<file path="src/rtl/denorm_shift_pipe.sv">
// Two-stage elastic right-shifter: stage 1 shifts by the coarse count bits,
// stage 2 by the fine count LSBs, both collecting a sticky OR of discarded bits.
module denorm_shift_pipe #(
  parameter int width = 16,
  parameter int split = 2,
  localparam int cw = $clog2(width) + 1
) (
  input  logic             clk_i,
  input  logic             rst_ni,
  input  logic             valid_i,
  output logic             ready_o,
  input  logic [width-1:0] A_i,
  input  logic [cw-1:0]    cnt_i,
  output logic             valid_o,
  input  logic             ready_i,
  output logic [width-1:0] Z_o,
  output logic             sticky_o
);

  // Returns {a >> amt, OR of the bits shifted out}; amounts >= width flush everything.
  function automatic logic [width:0] shr_sticky(input logic [width-1:0] a,
                                                input logic [cw-1:0]    amt);
    logic [2*width-1:0] ext;
    logic [width:0]     r;
    ext = {a, {width{1'b0}}} >> amt;
    if (int'(amt) >= width) r = {{width{1'b0}}, |a};
    else                    r = {ext[2*width-1:width], |ext[width-1:0]};
    return r;
  endfunction

  logic             s1_valid;
  logic [width-1:0] a1;
  logic             s1_sticky;
  logic [split-1:0] c1;

  logic             s2_ready;
  logic             in_fire;
  logic             s1_fire;
  logic [cw-1:0]    coarse_amt;
  logic [width:0]   coarse_res;
  logic [width:0]   fine_res;

  // Handshake: a beat moves across any boundary only on a clock edge where the
  // sender's valid and the receiver's ready are both high; ready never looks at
  // the incoming valid, and a stage with valid high holds its data until it fires.
  always_comb begin
    s2_ready   = ~valid_o | ready_i;
    ready_o    = ~s1_valid | s2_ready;
    in_fire    = valid_i & ready_o;
    s1_fire    = s1_valid & s2_ready;
    coarse_amt = {cnt_i[cw-1:split], {split{1'b0}}};
    coarse_res = shr_sticky(A_i, coarse_amt);
    fine_res   = shr_sticky(a1, {{(cw-split){1'b0}}, c1});
  end

  always_ff @(posedge clk_i or negedge rst_ni) begin
    if (!rst_ni) begin
      s1_valid  <= 1'b0;
      a1        <= '0;
      s1_sticky <= 1'b0;
      c1        <= '0;
      valid_o   <= 1'b0;
      Z_o       <= '0;
      sticky_o  <= 1'b0;
    end else begin
      if (in_fire) begin
        s1_valid  <= 1'b1;
        a1        <= coarse_res[width:1];
        s1_sticky <= coarse_res[0];
        c1        <= cnt_i[split-1:0];
      end else if (s1_fire) begin
        s1_valid  <= 1'b0;
      end

      if (s1_fire) begin
        valid_o  <= 1'b1;
        Z_o      <= fine_res[width:1];
        sticky_o <= s1_sticky | fine_res[0];
      end else if (ready_i) begin
        valid_o  <= 1'b0;
      end
    end
  end

endmodule

</file>
<file path="config.mk">
export PLATFORM = sky130hd
export DESIGN_NAME = denorm_shift_pipe
export DESIGN_NICKNAME = d
export VERILOG_FILES = /design/src/rtl/denorm_shift_pipe.sv
export SDC_FILE = /design/constraint.sdc
export NUM_CORES = 1
export LEC_CHECK = 0
export BUFFER_PORTS_ARGS = -buffer_cell sky130_fd_sc_hd__buf_2
export CAP_MARGIN = 0
export CORE_ASPECT_RATIO = 2
export CORE_MARGIN = 2
export CORE_UTILIZATION = 60
export CTS_BUF_LIST = sky130_fd_sc_hd__clkbuf_8
export CTS_CLUSTER_SIZE = 30
export DETAILED_ROUTE_END_ITERATION = 8
export PLACE_DENSITY = 0.9
export SYNTH_ARGS = -nofsm -noshare
export SYNTH_HDL_FRONTEND = slang
export SYNTH_SLANG_ARGS = --single-unit
</file>
<file path="constraint.sdc">
create_clock -name clk_i -period 2 [get_ports clk_i]
set_input_delay 0.1 -clock clk_i [delete_from_list [all_inputs] [get_ports clk_i]]
set_output_delay 0.1 -clock clk_i [all_outputs]
set_load 0.05 [all_outputs]
</file>
==> results_dict.tcl, run 1 <==
set metrics [dict create \
    synthSimpleGateAreaFrac_pct 14.3 \
    drive_gt1_share_pct 31.1 \
    final_common_cell "buf_2" \
    grt_pass1_wl_um 7200 \
    antenna_found_initial 0 \
    initial_utilization_pct 61.9 \
    hold_buffers 1 \
    cpPeakStageDelay_ps 710 \
    fin_cells 276 \
    finClkSkew_ps 2.71 \
    syn_avg_cell_area_um2 10.1 \
    dieArea_um2 3960 \
    worstMarginPinSlew_ps 857 \
    chipWidth_um 45.5 \
    synthCells 204 \
    peakVddDrop_mv 0.758 \
    crit_type "register to register" \
    firstDrtPassIters 4 \
    rsz0062_at_grt "no" \
    ff2ff_setup_slack_ps 140 \
    area_growth_pct 16.7 \
    p_leak_nw 1.16 \
    outcome "complete, no violations" \
    diodes 0 \
    yosysUniqueCellTypes 31 \
    final.min_clock_period_ps 1860 \
    vias 1671 \
    synth-compound-area-share_pct 19.2 \
    slew_headroom_pct 42.9 \
    crit_slowest_cell "dfrtp_1" \
    cts_root_buf "clkbuf_8" \
    synth_area_um2 2070 \
    gp_congestion 0.824 \
    gr-total-overflow 0 \
    die_y_um 87.1 \
    yosys_warnings 0 \
    period_share_pct 93.2 \
    syn-num-nets 229 \
    dpl.cell_count 267 \
    drtIter0Drc 30 \
    seq_area_frac_synth_pct 45.9 \
    clkTransAtPathRegs_ps 70 \
    grt.total_usage_pct 24.7 \
    final_cell_mix "buf_2 (43), dfrtp_1 (37), nand2_1 (34)" \
    drt-vias-per-instance 6.05 \
    whs_ps 32.2 \
    synth_xor_xnor_area_share_pct 0 \
    min_path_type "input pin to register" \
    finalWorstSetupSlack_ps 136 \
    p_per_area_nw_per_um2 1040 \
    cts_max_level 2 \
    cts_setup_buffers 0 \
    dp_hpwl_um 3260 \
    cap_violations 0 \
    grt_pass1_vias 1625 \
    rows 30 \
    numCtsBuffers 5 \
    path_cells "buf_4 > mux2i_1 > a21oi_1 > mux2_2" \
    cts_resized 0 \
    critPathMaxFanout 16 \
    ant_nets 0 \
    wirelength_um 4290 \
    coreArea_um2 3340 \
    worstSetupStartpointType "register" \
    arrival_ps 2040 \
    drc_errors 0 \
    fin_nets 268 \
    drv_slew 0 \
    wl_per_cell_um 15.5 \
    clock_sinks 38 \
    end_kind "register" \
    synth_top_family_by_area "compound AO/OA/AOI/OAI gates" \
    synth_fa_ha_area_share_pct 0 \
    worstPathRequired_ps 2170 \
    n_fill_cell 262 \
    clock_latency_ps 290 \
    synth_seq_cells 38 \
    port_buffers 43 \
    cts_tree "built" \
    synth_mux_area_share_pct 16.0 \
    place_ws_ps 199 \
    final-setup-viol-count 0 \
    grt_start_max_net_pins 39 \
    fin_tns_setup_ps 0 \
    clock_path_buffers 2 \
    hold_viol 0 \
    io_pins 44 \
    timing.fmax_ghz 0.536 \
]
layer usage:
metal,share of wire [%],vias to the layer above,track usage [%]
met1,37,784,27.4
met2,55,47,41.0
met5,0,-,0
met4,6.0,0,17.6
met3,2.6,18,3.11
li1,-,822,-
Yosys cell counts:
library cell | instances | area share [%]
a22o_1 | 4 | 1.7
a21oi_1 | 9 | 2.2
a21o_1 | 3 | 1.1
nor4_2 | 1 | 0.60
nand2b_1 | 4 | 1.2
o41ai_2 | 1 | 0.79
o41ai_1 | 4 | 1.7
nor4_1 | 2 | 0.60
mux2_2 | 16 | 8.7
o22ai_1 | 1 | 0.30
nor3_2 | 1 | 0.48
clkbuf_1 | 5 | 0.91
nand3b_1 | 1 | 0.36
a211oi_1 | 5 | 1.8
a2111oi_2 | 1 | 0.73
nor2_1 | 9 | 1.6
a21boi_1 | 1 | 0.36
o31ai_1 | 2 | 0.73
buf_6 | 2 | 1.1
nand2_1 | 34 | 6.2
a32o_1 | 4 | 1.9
nor3_1 | 3 | 0.73
a211o_1 | 4 | 1.7
o21a_1 | 1 | 0.36
nand4b_1 | 1 | 0.42
buf_2 | 6 | 1.5
mux2i_1 | 15 | 7.3
buf_4 | 3 | 1.1
nor2b_1 | 7 | 2.1
dfrtp_1 | 38 | 46
o21ai_0 | 16 | 3.9
stage by stage:
stage	util, %	power, mW	instance area (µm²)
floorplan	-	1.55	2070
global placement	67.7	1.71	2260
detailed placement	67.7	1.73	2260
CTS	72.3	2.52	2410
global route	72.3	2.61	2410
finish	72.3	2.51	2410
final timing paths:
| kind | start | to | cells past startpoint |
|---|---|---|---|
| max | c1[0] | Z_o[4] | 4 |
| min | valid_i | s1_valid | 2 |
| max reg2reg | c1[0] | Z_o[4] | 4 |
| min reg2reg | Z_o[14] | Z_o[14] | 2 |
| max in group asynchronous | rst_ni | valid_o | 2 |
| min in group asynchronous | rst_ni | Z_o[8] | 2 |
power breakdown:
| group | internal, mW | switching (mW) |
|---|---|---|
| combinational | 0.238 | 0.490 |
| clock | 0.532 | 0.265 |
| sequential | 0.881 | 0.105 |
worst max-delay path: cells and delay by family, from the launching register on:
family	cells	cell delay (ps)
mux	2	650
buf+inv	1	260
compound gates	1	130
flops	1	710
kinds of logic after synthesis:
group / count (synthesis)
buf+inv: 16
mux: 31
compound gates: 56
flops: 38
simple gates: 63
sequential cells by signal (all words and copies together) (netlist names):
| signal | cells |
|---|---|
| Z_o | 16 |
| a1 | 16 |
| c1 | 2 |
| s1_sticky | 1 |
| s1_valid | 1 |
| sticky_o | 1 |
| valid_o | 1 |
cell type report:
type	instances	area [µm²]	share of cell area (%)
flip-flops and latches	38	952	39.4
repair buffers	48	255	10.6
clock buffers	6	82.6	3.42
well taps	32	40.0	1.66
clock inverters	2	60.1	2.49
multi-input cells	150	1020	42.4
Note: power is estimated with default switching activity, not from simulation.
==> inputs of run 2 (changes only) <==
==> constraint.sdc (replaced) <==
create_clock -name clk_i -period 2 [get_ports clk_i]
set_input_delay 0.2 -clock clk_i [delete_from_list [all_inputs] [get_ports clk_i]]
set_output_delay 0.2 -clock clk_i [all_outputs]
set_load 0.05 [all_outputs]
==> run 2 against run 1 <==
Effect of this change: design area shrank 0.83%; power fell by 7.1%; final cell count did not move; die area stayed put; flip-flop and latch count stayed put; clock skew is 3.6 ps higher; critical path type unchanged; highest routed layer unchanged.
==> results_dict.tcl, run 2 (synthesis results as in run 1) <==
set metrics [dict create \
    outcome "complete, no violations" \
    n_fill_cell 250 \
    wirelength_um 4550 \
    dp_hpwl_um 3400 \
    p_leak_nw 1.15 \
    rows 30 \
    drc_errors 0 \
    cts_max_level 2 \
    drt-vias-per-instance 6.25 \
    end_kind "register" \
    crit_type "register to register" \
    hold_viol 0 \
    drv_slew 0 \
    port_buffers 43 \
    min_path_type "input pin to register" \
    grt_pass1_vias 1716 \
    fin_nets 268 \
    fin_tns_setup_ps 0 \
    top_regs "Z_o x16, a1 x16, c1 x2" \
    cap_violations 0 \
    hold_buffers 1 \
    worstPathRequired_ps 2180 \
    power.total_mw 2.33 \
    chipWidth_um 45.5 \
    area_growth_pct 15.7 \
    dieArea_um2 3960 \
    drive_gt1_share_pct 31.1 \
    grt.total_usage_pct 25.9 \
    antenna_found_initial 0 \
    grt_pass1_wl_um 7590 \
    arrival_ps 2030 \
    rsz0062_at_grt "no" \
    io_pins 44 \
    clock_latency_ps 290 \
    final-setup-viol-count 0 \
    gr-total-overflow 0 \
    drtIter0Drc 42 \
    diodes 0 \
    finClkSkew_ps 6.33 \
    ant_nets 0 \
    wl_per_cell_um 16.5 \
    p_per_area_nw_per_um2 973 \
    initial_utilization_pct 61.9 \
    whs_ps 141 \
    clock_path_buffers 2 \
    vias 1725 \
    final_cell_mix "buf_2 (43), dfrtp_1 (37), nand2_1 (34)" \
    numCtsBuffers 5 \
    worstMarginPinSlew_ps 887 \
    firstDrtPassIters 4 \
    cts_setup_buffers 0 \
    final.min_clock_period_ps 1850 \
    period_share_pct 92.5 \
    coreArea_um2 3340 \
    gp_congestion 0.825 \
    worstSetupStartpointType "register" \
    grt_start_max_net_pins 34 \
    peakVddDrop_mv 0.614 \
    slew_headroom_pct 40.9 \
    final_common_cell "buf_2" \
    clock_sinks 38 \
    die_y_um 87.1 \
    critPathMaxFanout 16 \
    cts_root_buf "clkbuf_8" \
    clkTransAtPathRegs_ps 70 \
    cts_tree "built" \
    cts_resized 0 \
    timing.fmax_ghz 0.540 \
]
## run 2: metal layers
| metal | global-route usage, % | wire length (µm) | vias up |
|---|---|---|---|
| li1 | - | - | 824 |
| met1 | 27.5 | 1650 | 824 |
| met2 | 45.3 | 2490 | 53 |
| met3 | 3.53 | 143 | 24 |
| met4 | 15.2 | 255 | 0 |
| met5 | 0 | 0 | - |
## run 2: worst paths after layout
kind / depth (start not counted) / slack (ps) / start / endpoint
max: 4 / 150 / c1[0] / Z_o[6]
min: 2 / 140 / cnt_i[1] / c1[1]
max in group asynchronous: 3 / 990 / rst_ni / sticky_o
min in group asynchronous: 2 / 430 / rst_ni / Z_o[9]
max reg2reg: 4 / 150 / c1[0] / Z_o[6]
min reg2reg: 2 / 480 / Z_o[3] / Z_o[3]
## run 2: final cells by class
type,instances,area [µm²],area share (%)
Clock buffer,8,110,4.60
Multi-Input combinational cell,150,1020,42.8
Sequential cell,38,952,39.8
Tap cell,32,40.0,1.67
Timing Repair Buffer,48,268,11.2
## run 2: power breakdown
group	leakage [nW]	switching (mW)	internal [mW]	total, mW
combinational	0.604	0.496	0.242	0.737
sequential	0.489	0.109	0.881	0.990
clock	0.0575	0.256	0.348	0.604
## run 2: worst max-delay path, stage by stage, from the launching register on
cell     delay [ps]
dfrtp_1         730
buf_4           270
mux2i_1         310
o21ai_0         130
mux2_2          290
## run 2: metrics by stage
stage                     setup slack (ps)  util (%)  instance area (µm²)  std cells
after global placement                 238      68.1                 2270        267
after detailed placement               177      68.1                 2270        267
final                                  149      71.7                 2390        276
after floorplan                       94.3         -                 2070        204
after global routing                  66.7      71.7                 2390        276
after CTS                              153      71.7                 2390        276
==> inputs of run 3 (changes only) <==
- CORE_MARGIN: 2 -> 8
- GPL_TIMING_DRIVEN: not set -> 0
==> run 3 against run 2 <==
Effect of this change: final cell count increased by 3.6%; utilization increased by 0.52 points; first-iteration DRC count increased by 43%; die area increased by 44%; global-route usage decreased by 8.1 points; maximum frequency increased by 19%; hold slack got worse by 140 ps; clock-buffer cell count decreased by 2; largest power group unchanged.
==> results_dict.tcl, run 3 (synthesis results as in run 1) <==
set metrics [dict create \
    grt_pass1_vias 1872 \
    regToRegStartpoint "c1[0]" \
    min_path_type "input pin to async pin" \
    fin_cells 286 \
    crit_type "register to register" \
    dieArea_um2 5700 \
    final_cell_mix "buf_2 (48), dfrtp_1 (37), nand2_1 (34)" \
    rows 30 \
    wl_per_cell_um 16.6 \
    r2r-end "Z_o[5]" \
    vias 1710 \
    dpl_cell_area_um2 2320 \
    final-setup-viol-count 0 \
    gr-total-overflow 0 \
    drv_slew 0 \
    fin_tns_setup_ps 0 \
    critPathMaxFanout 10 \
    drive_gt1_share_pct 31.9 \
    coreArea_um2 3340 \
    crit_path_start "c1[0]" \
    clkTransAtPathRegs_ps 70 \
    drc_errors 0 \
    arrival_ps 1720 \
    path_cells "buf_6 > mux2_2 > nor2_1 > a21oi_1 > mux2_2" \
    initial_utilization_pct 61.9 \
    clock_path_buffers 2 \
    crit_path_frequent_cell "mux2_2" \
    antenna_found_initial 0 \
    cts_max_level 2 \
    outcome "complete, no violations" \
    dp_hpwl_um 3800 \
    worstSetupStartpointType "register" \
    firstDrtPassIters 4 \
    cpPeakStageDelay_ps 390 \
    area_growth_pct 16.6 \
    whs_ps 0.972 \
    cts_setup_buffers 0 \
    hold_buffers 0 \
    grt_start_max_net_pins 39 \
    die_y_um 99.1 \
    drtIter0Drc 60 \
    rsz0062_at_grt "no" \
    cap_violations 0 \
    top_regs "Z_o x16, a1 x16, c1 x2" \
    slew_headroom_pct 45.7 \
    diodes 0 \
    drt-vias-per-instance 5.98 \
    clock_latency_ps 290 \
    ant_nets 0 \
    cts_root_buf "clkbuf_8" \
    end_kind "register" \
    clock_sinks 38 \
    cts_tree "built" \
    grt.total_usage_pct 17.7 \
    place_ws_ps 485 \
    port_buffers 42 \
    crit_slowest_cell "dfrtp_1" \
    period_share_pct 77.6 \
    fin_nets 278 \
    gp_congestion 0.891 \
    numCtsBuffers 5 \
    worstMarginPinSlew_ps 815 \
    fin_area_um2 2410 \
    worst-r2r-cell-count 5 \
    dpl.cell_count 278 \
    chipWidth_um 57.5 \
    hold_viol 0 \
    cts_resized 0 \
    finClkSkew_ps 5.42 \
    peakVddDrop_mv 0.672 \
    final.min_clock_period_ps 1550 \
    grt_pass1_wl_um 7980 \
    finalWorstSetupSlack_ps 448 \
    io_pins 44 \
    final_common_cell "buf_2" \
    worstPathRequired_ps 2170 \
    p_per_area_nw_per_um2 939 \
    ff2ff_setup_slack_ps 450 \
    timing.fmax_ghz 0.644 \
    wirelength_um 4750 \
    p_leak_nw 1.17 \
]
## run 3: cell types whose count changed in the layout (fill, tap and decap cells not counted)
cell           previous run  this run
clkinv_2                  0         1
inv_1                     0         1
dlygate4sd3_1             1         0
clkbuf_1                  0         5
buf_2                    43        48
clkbuf_8                  8         6
buf_6                     0         2
buf_12                    1         0
## run 3: area by class of cell
class                      count  area (µm²)
buffer                        16        93.8
fill                         262         928
multi-input combinational    150        1020
clock buffer                   6        82.6
tap                           32        40.0
clock inverter                 2        8.76
timing repair buffer          42         210
sequential                    38         952
## run 3: metal layers
layer,up-vias,global-route usage (%),routed length [µm]
met2,49,32.0,2640
met5,-,0,0
met1,808,16.2,1700
met4,0,14.6,235
met3,16,3.26,173
li1,837,-,-
## run 3: per-stage QoR
step / power, mW / util, %
final: 2.27 / 72.2
after global routing: 2.36 / 72.2
after CTS: 2.28 / 72.2
after detailed placement: 1.76 / 69.5
after global placement: 1.74 / 69.5
after floorplan: 1.55 / -
## run 3: worst max-delay path: cells and delay by family, from the launching register on
kind,cells,cell delay (ps)
AOI/OAI and AO/OA,1,70
buffers and inverters,1,170
DFF,1,390
muxes,2,650
and+or+nand+nor,1,160
## run 3: worst max-delay path by stage
stage                     endpoint  cells after the start  slack (ps)
after CTS                   Z_o[5]                      5         480
after global placement      Z_o[5]                      5         530
after floorplan              c1[0]                      4          90
after detailed placement    Z_o[5]                      5         490
final                       Z_o[5]                      5         450
after global routing        Z_o[5]                      5         430
## run 3: where the power goes
part           switching, mW  internal (mW)  total (mW)  leakage, nW
sequential            0.0651          0.882       0.947        0.489
combinational          0.543          0.252       0.796        0.626
clock                  0.251          0.273       0.523       0.0524
